$ cat src/rtl/uart_tx_arbiter_pkg.sv
// Shared types and width helpers for the UART transmit arbiter.
package uart_tx_arbiter_pkg;

  // Arbiter FSM: either searching for a requester or locked onto one.
  typedef enum logic {
    ST_IDLE,
    ST_GRANT
  } arb_state_t;

  // Bits needed to index/count values 0..v-1, never narrower than one bit.
  function automatic int unsigned clog2_min1(input int unsigned v);
    return (v <= 2) ? 1 : $clog2(v);
  endfunction

  // Increment modulo n; used to move the round-robin pointer past the last owner.
  function automatic int unsigned wrap_inc(input int unsigned v, input int unsigned n);
    return (v + 1 >= n) ? 0 : v + 1;
  endfunction

endpackage

$ cat src/rtl/uart_tx_arbiter_if.sv
// Byte-stream bus between requesters, the arbiter and the serializer.
// The arbiter takes the slave view; the client/serializer side takes the master view.
interface uart_tx_arbiter_if #(
  parameter int unsigned NUM_REQ    = 4,
  parameter int unsigned DATA_WIDTH = 8
);

  logic [NUM_REQ-1:0]                 req_valid;
  logic [NUM_REQ-1:0][DATA_WIDTH-1:0] req_data;
  logic [NUM_REQ-1:0]                 req_last;
  logic [NUM_REQ-1:0]                 req_ready;

  logic                               tx_valid;
  logic [DATA_WIDTH-1:0]              tx_data;
  logic                               tx_ready;

  modport master (
    output req_valid, req_data, req_last, tx_ready,
    input  req_ready, tx_valid, tx_data
  );

  modport slave (
    input  req_valid, req_data, req_last, tx_ready,
    output req_ready, tx_valid, tx_data
  );

endinterface

$ cat src/rtl/uart_tx_arbiter_rr_pick.sv
// Rotating-priority picker: returns the first asserted request at or after ptr,
// wrapping modulo N. Purely combinational.
module uart_tx_arbiter_rr_pick #(
  parameter int unsigned N    = 4,
  parameter int unsigned PtrW = 2
) (
  input  logic [N-1:0]    req,
  input  logic [PtrW-1:0] ptr,
  output logic            found,
  output logic [PtrW-1:0] idx
);

  logic [PtrW-1:0] cand;

  // Walk ptr, ptr+1, ... and latch the first requester seen.
  always_comb begin
    found = 1'b0;
    idx   = '0;
    cand  = '0;
    for (int unsigned i = 0; i < N; i++) begin
      cand = PtrW'((32'(ptr) + i) % N);
      if (!found && req[cand]) begin
        found = 1'b1;
        idx   = cand;
      end
    end
  end

endmodule

$ cat src/rtl/uart_tx_arbiter.sv
// Shares one UART serializer between NUM_REQ byte-stream requesters.
// Round-robin grant held for a whole message, capped by MAX_BURST bytes and
// an idle timeout. The outgoing byte sits in a single register stage.
module uart_tx_arbiter
  import uart_tx_arbiter_pkg::*;
#(
  parameter int unsigned NUM_REQ      = 4,
  parameter int unsigned DATA_WIDTH   = 8,
  parameter int unsigned MAX_BURST    = 16,
  parameter int unsigned IDLE_TIMEOUT = 1024
) (
  input  logic                                clk,
  input  logic                                rstn,
  uart_tx_arbiter_if.slave                    bus,
  output logic [clog2_min1(NUM_REQ)-1:0]      grant_id,
  output logic                                busy
);

  localparam int unsigned PtrW   = clog2_min1(NUM_REQ);
  localparam int unsigned BurstW = clog2_min1(MAX_BURST + 1);
  localparam int unsigned IdleW  = clog2_min1(IDLE_TIMEOUT + 1);

  // Counter values on which the current accept / idle cycle ends the grant.
  localparam logic [BurstW-1:0] BurstLast = BurstW'((MAX_BURST != 0) ? MAX_BURST - 1 : 0);
  localparam logic [IdleW-1:0]  IdleLast  = IdleW'((IDLE_TIMEOUT != 0) ? IDLE_TIMEOUT - 1 : 0);

  arb_state_t            state_q, state_d;
  logic [PtrW-1:0]       ptr_q, ptr_d;
  logic [PtrW-1:0]       grant_q, grant_d;
  logic [BurstW-1:0]     burst_q, burst_d;
  logic [IdleW-1:0]      idle_q, idle_d;
  logic                  tx_valid_q, tx_valid_d;
  logic [DATA_WIDTH-1:0] tx_data_q, tx_data_d;

  logic [NUM_REQ-1:0]    req_ready;
  logic                  pick_found;
  logic [PtrW-1:0]       pick_idx;
  logic                  slot_free;
  logic                  accept;
  logic                  drop;

  uart_tx_arbiter_rr_pick #(
    .N    (NUM_REQ),
    .PtrW (PtrW)
  ) u_pick (
    .req   (bus.req_valid),
    .ptr   (ptr_q),
    .found (pick_found),
    .idx   (pick_idx)
  );

  // Next-state logic: arbitration, grant release, counters and the output byte register.
  always_comb begin
    state_d    = state_q;
    ptr_d      = ptr_q;
    grant_d    = grant_q;
    burst_d    = burst_q;
    idle_d     = idle_q;
    tx_valid_d = tx_valid_q;
    tx_data_d  = tx_data_q;
    req_ready  = '0;
    accept     = 1'b0;
    drop       = 1'b0;
    // The output register can take a byte if empty or being drained this cycle.
    slot_free  = !tx_valid_q || bus.tx_ready;

    unique case (state_q)
      ST_IDLE: begin
        if (pick_found) begin
          grant_d = pick_idx;
          state_d = ST_GRANT;
        end
      end
      ST_GRANT: begin
        req_ready[grant_q] = slot_free;
        accept             = bus.req_valid[grant_q] && slot_free;
        if (accept) begin
          burst_d = burst_q + BurstW'(1);
          idle_d  = '0;
          drop    = bus.req_last[grant_q] || ((MAX_BURST != 0) && (burst_q == BurstLast));
        end else if (!bus.req_valid[grant_q]) begin
          // Stalled only counts when the owner has nothing; backpressure is not idle.
          idle_d = idle_q + IdleW'(1);
          drop   = (IDLE_TIMEOUT != 0) && (idle_q == IdleLast);
        end
        if (drop) begin
          state_d = ST_IDLE;
          ptr_d   = PtrW'(wrap_inc(32'(grant_q), NUM_REQ));
          burst_d = '0;
          idle_d  = '0;
        end
      end
      default: state_d = ST_IDLE;
    endcase

    // A new byte overwrites a draining one in the same cycle, so no bubble.
    if (accept) begin
      tx_valid_d = 1'b1;
      tx_data_d  = bus.req_data[grant_q];
    end else if (bus.tx_ready) begin
      tx_valid_d = 1'b0;
    end
  end

  // State register with synchronous active-low reset; reset drops any buffered byte.
  always_ff @(posedge clk) begin
    if (!rstn) begin
      state_q    <= ST_IDLE;
      ptr_q      <= '0;
      grant_q    <= '0;
      burst_q    <= '0;
      idle_q     <= '0;
      tx_valid_q <= 1'b0;
      tx_data_q  <= '0;
    end else begin
      state_q    <= state_d;
      ptr_q      <= ptr_d;
      grant_q    <= grant_d;
      burst_q    <= burst_d;
      idle_q     <= idle_d;
      tx_valid_q <= tx_valid_d;
      tx_data_q  <= tx_data_d;
    end
  end

  assign bus.req_ready = req_ready;
  assign bus.tx_valid  = tx_valid_q;
  assign bus.tx_data   = tx_data_q;
  assign grant_id      = grant_q;
  assign busy          = (state_q == ST_GRANT);

endmodule
$ cat src/flat_wrapper.sv
// flat-port wrapper written by rule: the top's interface ports become plain ports
module uart_tx_arbiter_flat import uart_tx_arbiter_pkg::*;
#(
  parameter int unsigned NUM_REQ      = 4,
  parameter int unsigned DATA_WIDTH   = 8,
  parameter int unsigned MAX_BURST    = 16,
  parameter int unsigned IDLE_TIMEOUT = 1024
)
  (clk, rstn, grant_id, busy, bus_req_valid, bus_req_data, bus_req_last, bus_tx_ready, bus_req_ready, bus_tx_valid, bus_tx_data);
  uart_tx_arbiter_if #(.NUM_REQ(NUM_REQ), .DATA_WIDTH(DATA_WIDTH)) bus_i ();
  input  logic clk;
  input  logic rstn;
  output logic [clog2_min1(NUM_REQ)-1:0] grant_id;
  output logic busy;
  input wire logic [$bits(bus_i.req_valid)-1:0] bus_req_valid;
  input wire logic [$bits(bus_i.req_data)-1:0] bus_req_data;
  input wire logic [$bits(bus_i.req_last)-1:0] bus_req_last;
  input wire logic [$bits(bus_i.tx_ready)-1:0] bus_tx_ready;
  output wire logic [$bits(bus_i.req_ready)-1:0] bus_req_ready;
  output wire logic [$bits(bus_i.tx_valid)-1:0] bus_tx_valid;
  output wire logic [$bits(bus_i.tx_data)-1:0] bus_tx_data;
  assign bus_i.req_valid = bus_req_valid;
  assign bus_i.req_data = bus_req_data;
  assign bus_i.req_last = bus_req_last;
  assign bus_i.tx_ready = bus_tx_ready;
  assign bus_req_ready = bus_i.req_ready;
  assign bus_tx_valid = bus_i.tx_valid;
  assign bus_tx_data = bus_i.tx_data;
  uart_tx_arbiter #(.NUM_REQ(NUM_REQ), .DATA_WIDTH(DATA_WIDTH), .MAX_BURST(MAX_BURST), .IDLE_TIMEOUT(IDLE_TIMEOUT)) u_core (.clk(clk), .rstn(rstn), .bus(bus_i), .grant_id(grant_id), .busy(busy));
endmodule
$ cat config.mk
export PLATFORM = sky130hd
export DESIGN_NAME = uart_tx_arbiter_flat
export DESIGN_NICKNAME = d
export VERILOG_FILES = /design/src/rtl/uart_tx_arbiter_pkg.sv /design/src/rtl/uart_tx_arbiter_if.sv /design/src/rtl/uart_tx_arbiter_rr_pick.sv /design/src/rtl/uart_tx_arbiter.sv /design/src/flat_wrapper.sv
export SDC_FILE = /design/constraint.sdc
export NUM_CORES = 1
export LEC_CHECK = 0
export ABC_AREA = 0
export BUFFER_PORTS_ARGS = -buffer_cell sky130_fd_sc_hd__buf_4
export CORE_AREA = 3 3 71 73
export CTS_BUF_LIST = sky130_fd_sc_hd__clkbuf_4 sky130_fd_sc_hd__clkbuf_8 sky130_fd_sc_hd__clkbuf_16
export CTS_CLUSTER_SIZE = 14
export DETAILED_ROUTE_END_ITERATION = 12
export DIE_AREA = 0 0 74 76
export GPL_TIMING_DRIVEN = 0
export SLEW_MARGIN = 5
export SYNTH_ARGS = -nofsm -noshare
export SYNTH_HDL_FRONTEND = slang
export SYNTH_SLANG_ARGS = --single-unit
$ cat constraint.sdc
create_clock -name clk -period 2.3 [get_ports clk]
set_clock_uncertainty 0.15 [all_clocks]
set_input_delay 0.23 -clock clk [delete_from_list [all_inputs] [get_ports clk]]
set_output_delay 0.23 -clock clk [all_outputs]
set_load 0.005 [all_outputs]
# [Word-level counts from Yosys, hierarchy flattened]
# Cells that the tools add are included.
[totals] rom_bits=0 memories=0 ram_bits=0 output_inout_bits=16 ff_bits=30 input_bits=43 latch_bits=0
[classes] mul=0 n_eq_ne=3 reduce_logical=17 order_cmp=7 shift=0 add_sub_neg=6 div=0 bitwise=2 mux=40
[op_table] operator="$mux W11" count=3
[op_table] operator="$mux W1" count=19
[op_table] operator="$bmux W8 S2" count=1
[op_table] operator="$lt A2 B3 Y1 const B" count=5
[op_table] operator="$bmux W1 S2" count=6
[op_table] operator="$add A11 B1 Y11 const B" count=1
[op_table] operator="$eq A11 B10 Y1 const B" count=1
[op_table] operator="$mux W2" count=5
[op_table] operator="$mux W5" count=2
[op_table] operator="$mux W8" count=1
[op_table] operator="$reduce_and A2 Y1" count=4
[op_table] operator="$add A5 B1 Y5 const B" count=1
[op_table] operator="$eq A5 B4 Y1 const B" count=1
[op_table] operator="$logic_and A1 B1 Y1" count=5
[op_table] operator="$add A2 B2 Y2 const B" count=2
[op_table] operator="$and A4 B4 Y4" count=1
[op_table] operator="$logic_not A1 Y1" count=4
[op_table] operator="$mux W4" count=1
[op_table] operator="$reduce_bool A2 Y1" count=2
[op_table] operator="$add A2 B1 Y3 const B" count=1
[op_table] operator="$ge A3 B3 Y1 const B" count=1
[op_table] operator="$ne A3 B3 Y1 const B" count=1
[op_table] operator="$add A2 B1 Y2 const B" count=1
[op_table] operator="$demux W1 S2" count=1
[op_table] operator="4 further kinds" count=5

# [Logic depth before layout (Yosys ltp)]
[depth] word_depth=14 depth_mapped=6 ltp_nobuf=6

# [Cells and area by module]
# A second synthesis with hierarchy kept.
[unflattened] cells_unflattened=195 area_unflattened_um2=1898.1
[by_module_without_submodules] mod="uart_tx_arbiter" instances=1 area_each_um2=1820.5 cells_each=180 seq_area_each_um2=600.6
[by_module_without_submodules] mod="uart_tx_arbiter_rr_pick" instances=1 area_each_um2=77.6 cells_each=15 seq_area_each_um2=0.0

# [Least setup slack after synthesis]
# Ideal clock, no wire load.
[synth_path] path_kind="register to register" startpoint="register u_core.grant_q[0], in the netlist u_core.grant_id[0]" endpoint="register u_core.burst_q[4]" setup_time_ns=0.115 required_time_ns=2.035 setup_slack_ns=0.190 t_arrival_ns=1.845 n_path_buf=1 stages_incl_launch_ff=7 cell_sequence="dfxtp_1 -> mux4_2 -> and3_1 -> buf_2 -> a31oi_4 -> nor3b_1 -> o21a_1"
[synth_between] elab_chain_cells=7
[synth_lines] item="from (decl)" line_no="uart_tx_arbiter.sv:29" rtl="logic [PtrW-1:0] grant_q, grant_d;"
[synth_lines] item="from (signal assigned)" line_no="uart_tx_arbiter.sv:118" rtl="grant_q <= grant_d;"
[synth_lines] item="$bmux W1 S2 (on tied branches)" line_no="uart_tx_arbiter.sv:76, uart_tx_arbiter.sv:81, uart_tx_arbiter.sv:80"
[synth_lines] item="$mux W1 (on tied branches)" line_no="uart_tx_arbiter.sv:76, uart_tx_arbiter.sv:81, uart_tx_arbiter.sv:80"
[synth_lines] item="$mux W1 (tied with other cells)" line_no="uart_tx_arbiter.sv:81" rtl="end else if (!bus.req_valid[grant_q]) begin"
[synth_lines] item="$mux W1" line_no="uart_tx_arbiter.sv:77" rtl="if (accept) begin"
[synth_lines] item="$mux W1" line_no="uart_tx_arbiter.sv:67" rtl="unique case (state_q)"
[synth_lines] item="$reduce_bool A2 Y1 (no line)"
[synth_lines] item="$reduce_and A2 Y1 (no line)"
[synth_lines] item="to (signal assigned)" line_no="uart_tx_arbiter.sv:119" rtl="burst_q <= burst_d;"
[synth_lines] item="to (decl)" line_no="uart_tx_arbiter.sv:30" rtl="logic [BurstW-1:0] burst_q, burst_d;"
# Several ways; a longest one is shown, not always the timed one. The select of a mux whose other input is x is not followed.
# A chain may end at the register's enable or synchronous reset.

# [Final worst setup path]
[layout_path] startpoint="register u_core.grant_q[0], in the netlist u_core.grant_id[0]" endpoint="register u_core.burst_q[2]"
# The elaborated chain is that of the path after synthesis.

==> flow_metrics.tcl <==
set metrics [dict create \
    run_status "finished clean" \
    syn_area_um2 1740 \
    hold_buffers 0 \
    dpl.hpwl_um 3310 \
    total_power_mw 1.26 \
    wl_per_cell_um 13.7 \
    routed_wl_um 4210 \
    port-buffer-count 57 \
    hp-class "in -> reg" \
    ir_drop_mv 0.249 \
    rsz0062_at_grt "no" \
    fp-row-count 24 \
    wl_met3_um 195 \
    clockRootBuffer "clkbuf_8" \
    synth_area_leaders "dfxtp_1 35%, mux4_2 13%, nand2_1 6.3%" \
    leakage_nw 0.966 \
    h-tree-depth 2 \
    die_area_um2 5620 \
    final_area_um2 2350 \
    synth.distinct_cells 37 \
    synthXorXnorAreaFrac_pct 5.04 \
    synth_nets 241 \
    cap_viol_max_count 0 \
    drc 0 \
    grt-ovfl-total 0 \
    critPathMaxStageDelay_ns 0.58 \
    routed.top_layer "met4" \
    ys.warnings.count 0 \
    period_needed_ns 2.20 \
    cts.reportedPaths.clkPinSlew_ns 0.07 \
    cp_max_fo 10 \
    routed_via_density 5.00 \
    clk_latency_ns 0.28 \
    r2r_setup_slack_ns 0.1 \
    place_area_um2 2230 \
    ant_nets 0 \
    wl_met2_um 2080 \
    netlist_instances 190 \
    slew_headroom_pct 63.7 \
    hold_viol_final 0 \
    max_freq_ghz 0.454 \
    grt_antenna_before_repair 0 \
    drv_slew 0 \
    cts_tree "done" \
    setup_viol 0 \
    yosys-top-cells-count "30 x dfxtp_1, 29 x nand2_1, 16 x nor2_1" \
    synth_edf_count 0 \
    cts_num_sinks 30 \
    grt_pass1_wl_um 6910 \
    ys_ff_latch 30 \
    synth-compound-area-share_pct 13.5 \
    first_pass_iters 2 \
    endpoint_kind "register" \
    ys_async_sr_fraction_pct 0 \
    startpoint_type "register" \
    final_cells 308 \
    synth_adder_area_share_pct 5.76 \
    finalNetCount 307 \
    numCtsBuffers 5 \
    p_per_area_nw_per_um2 536 \
    avgSynthCellArea_um2 9.15 \
    worstMarginPinSlew_ns 0.543 \
    grt_max_degree 11 \
    dp.cells 299 \
    synth.most_common_cell "dfxtp_1" \
    cp_cell_sequence "mux4_2, and3_1, buf_4, a31oi_4, buf_6, a21oi_1, o22ai_1" \
    ys_seq_area_share_pct 34.5 \
    grt_pass1_vias 1435 \
    ios 59 \
    synth_top_family_by_area "simple AND/OR/NAND/NOR gates" \
    crit_required_ns 2.36 \
    yosysTopAreaCellShare_pct 34.5 \
    cp_top_family "multiplexers" \
    die_y_um 76 \
    cpMaxStageDelayCell "mux4_2" \
    core_area_um2 4410 \
    m1WireLength_um 1870 \
    fin_crit_sh_pct 95.8 \
    arrival_ns 2.27 \
    drt_iter0_drc 47 \
    drive_gt1_share_pct 33.6 \
    cts_buffer_depth 2 \
    place.gp.congestion 0.728 \
    grt_util_all_layers_pct 15.8 \
    path_class "reg -> reg" \
    path_buf_inv 2 \
    initial_core_util_pct 39.4 \
    area_growth_pct 35.0 \
    n_antenna_cell 0 \
    ys.flop_type "dfxtp_1" \
    vias 1540 \
    die_w_um 74 \
    synthSimpleGateAreaFrac_pct 23.2 \
    synthMuxAreaShare_pct 14.1 \
    synth_top_cell_by_area "dfxtp_1" \
]
metal layers:
layer / global-route usage, % / up-vias
met2: 25.1 / 28
li1: - / 800
met4: 7.07 / 0
met5: 0 / -
met3: 3.17 / 5
met1: 20.3 / 707
metrics by stage:
step	hold WS, ns	utilization (%)	setup TNS, ns	setup WS [ns]
2_1_floorplan	0.298	-	0	0.190
3_3_place_gp	0.302	50.6	-1.05	-0.0922
3_5_place_dp	0.308	50.6	-0.740	-0.0794
4_1_cts	0.171	52.4	0	0.0000551
5_1_grt	0.234	53.2	0	0.0136
6_report	0.180	53.2	0	0.0972
final cells by class:
class	count	area, um2
Inverter	10	37.5
Multi-Input combinational cell	143	1080
Sequential cell	30	604
Tap cell	52	65.1
Buffer	7	32.5
Fill cell	440	2070
Timing Repair Buffer	59	447
Clock buffer	5	68.8
Clock inverter	2	10.0
worst paths after layout:
kind,from,end,cells past startpoint
worst max-delay path,u_core.grant_id[0],u_core.burst_q[2],7
worst min-delay path,bus_req_valid[2],u_core.busy,5
worst max register to register,u_core.grant_id[0],u_core.burst_q[2],7
worst min register to register,u_core.bus.tx_data[6],u_core.bus.tx_data[6],2
registers in the layout (all words and copies together), names as in the netlist:
signal and cells:
u_core.bus.tx_valid 1, u_core.idle_q 11, u_core.busy 1, u_core.grant_id 2, u_core.burst_q 5, u_core.bus.tx_data 8, u_core.ptr_q 2
kinds of logic after synthesis:
group                      after synthesis
AOI/OAI and AO/OA                       32
xor gates and xnor gates                10
adders and majority gates                8
buffers and inverters                   17
DFF                                     30
muxes                                   12
and+or+nand+nor                         81
placed cells by master, fill, tap and decap left out, drive strengths merged:
cell,netlist,layout
nor2,17,17
nand3b,1,1
nor3,3,3
nor2b,3,3
nand3,8,8
ha,8,8
nand2,30,30
clkinv,0,2
a31o,1,1
xor2,4,4
a21boi,13,13
nor3b,1,1
xnor2,6,6
and3,6,6
nand2b,4,4
o22ai,1,1
a21oi,3,3
inv,10,10
nor4,3,3
buf,3,61
and4b,1,1
and4,1,1
o21a,2,2
a31oi,1,1
dfxtp,30,30
o221ai,2,2
mux2i,2,2
a21o,2,2
clkbuf,4,10
mux4,10,10
o21ai,6,6
nand4,3,3
o32ai,1,1
where the power goes:
part,switching (mW),internal [mW]
registers,0.0237,0.544
clock network,0.203,0.203
logic,0.126,0.159
worst reg2reg max path: stages (launching register included):
cell and delay, ns:
dfxtp_4 0.39, mux4_2 0.58, and3_1 0.21, buf_4 0.17, a31oi_4 0.28, buf_6 0.15
a21oi_1 0.03, o22ai_1 0.17
what timing repair did:
action / in CTS / in global routing
endpoints found under the setup margin: 13 / 17
setup buffers: 0 / 2
gates resized for setup: 1 / 7
Power figures use the tool's default switching activity.
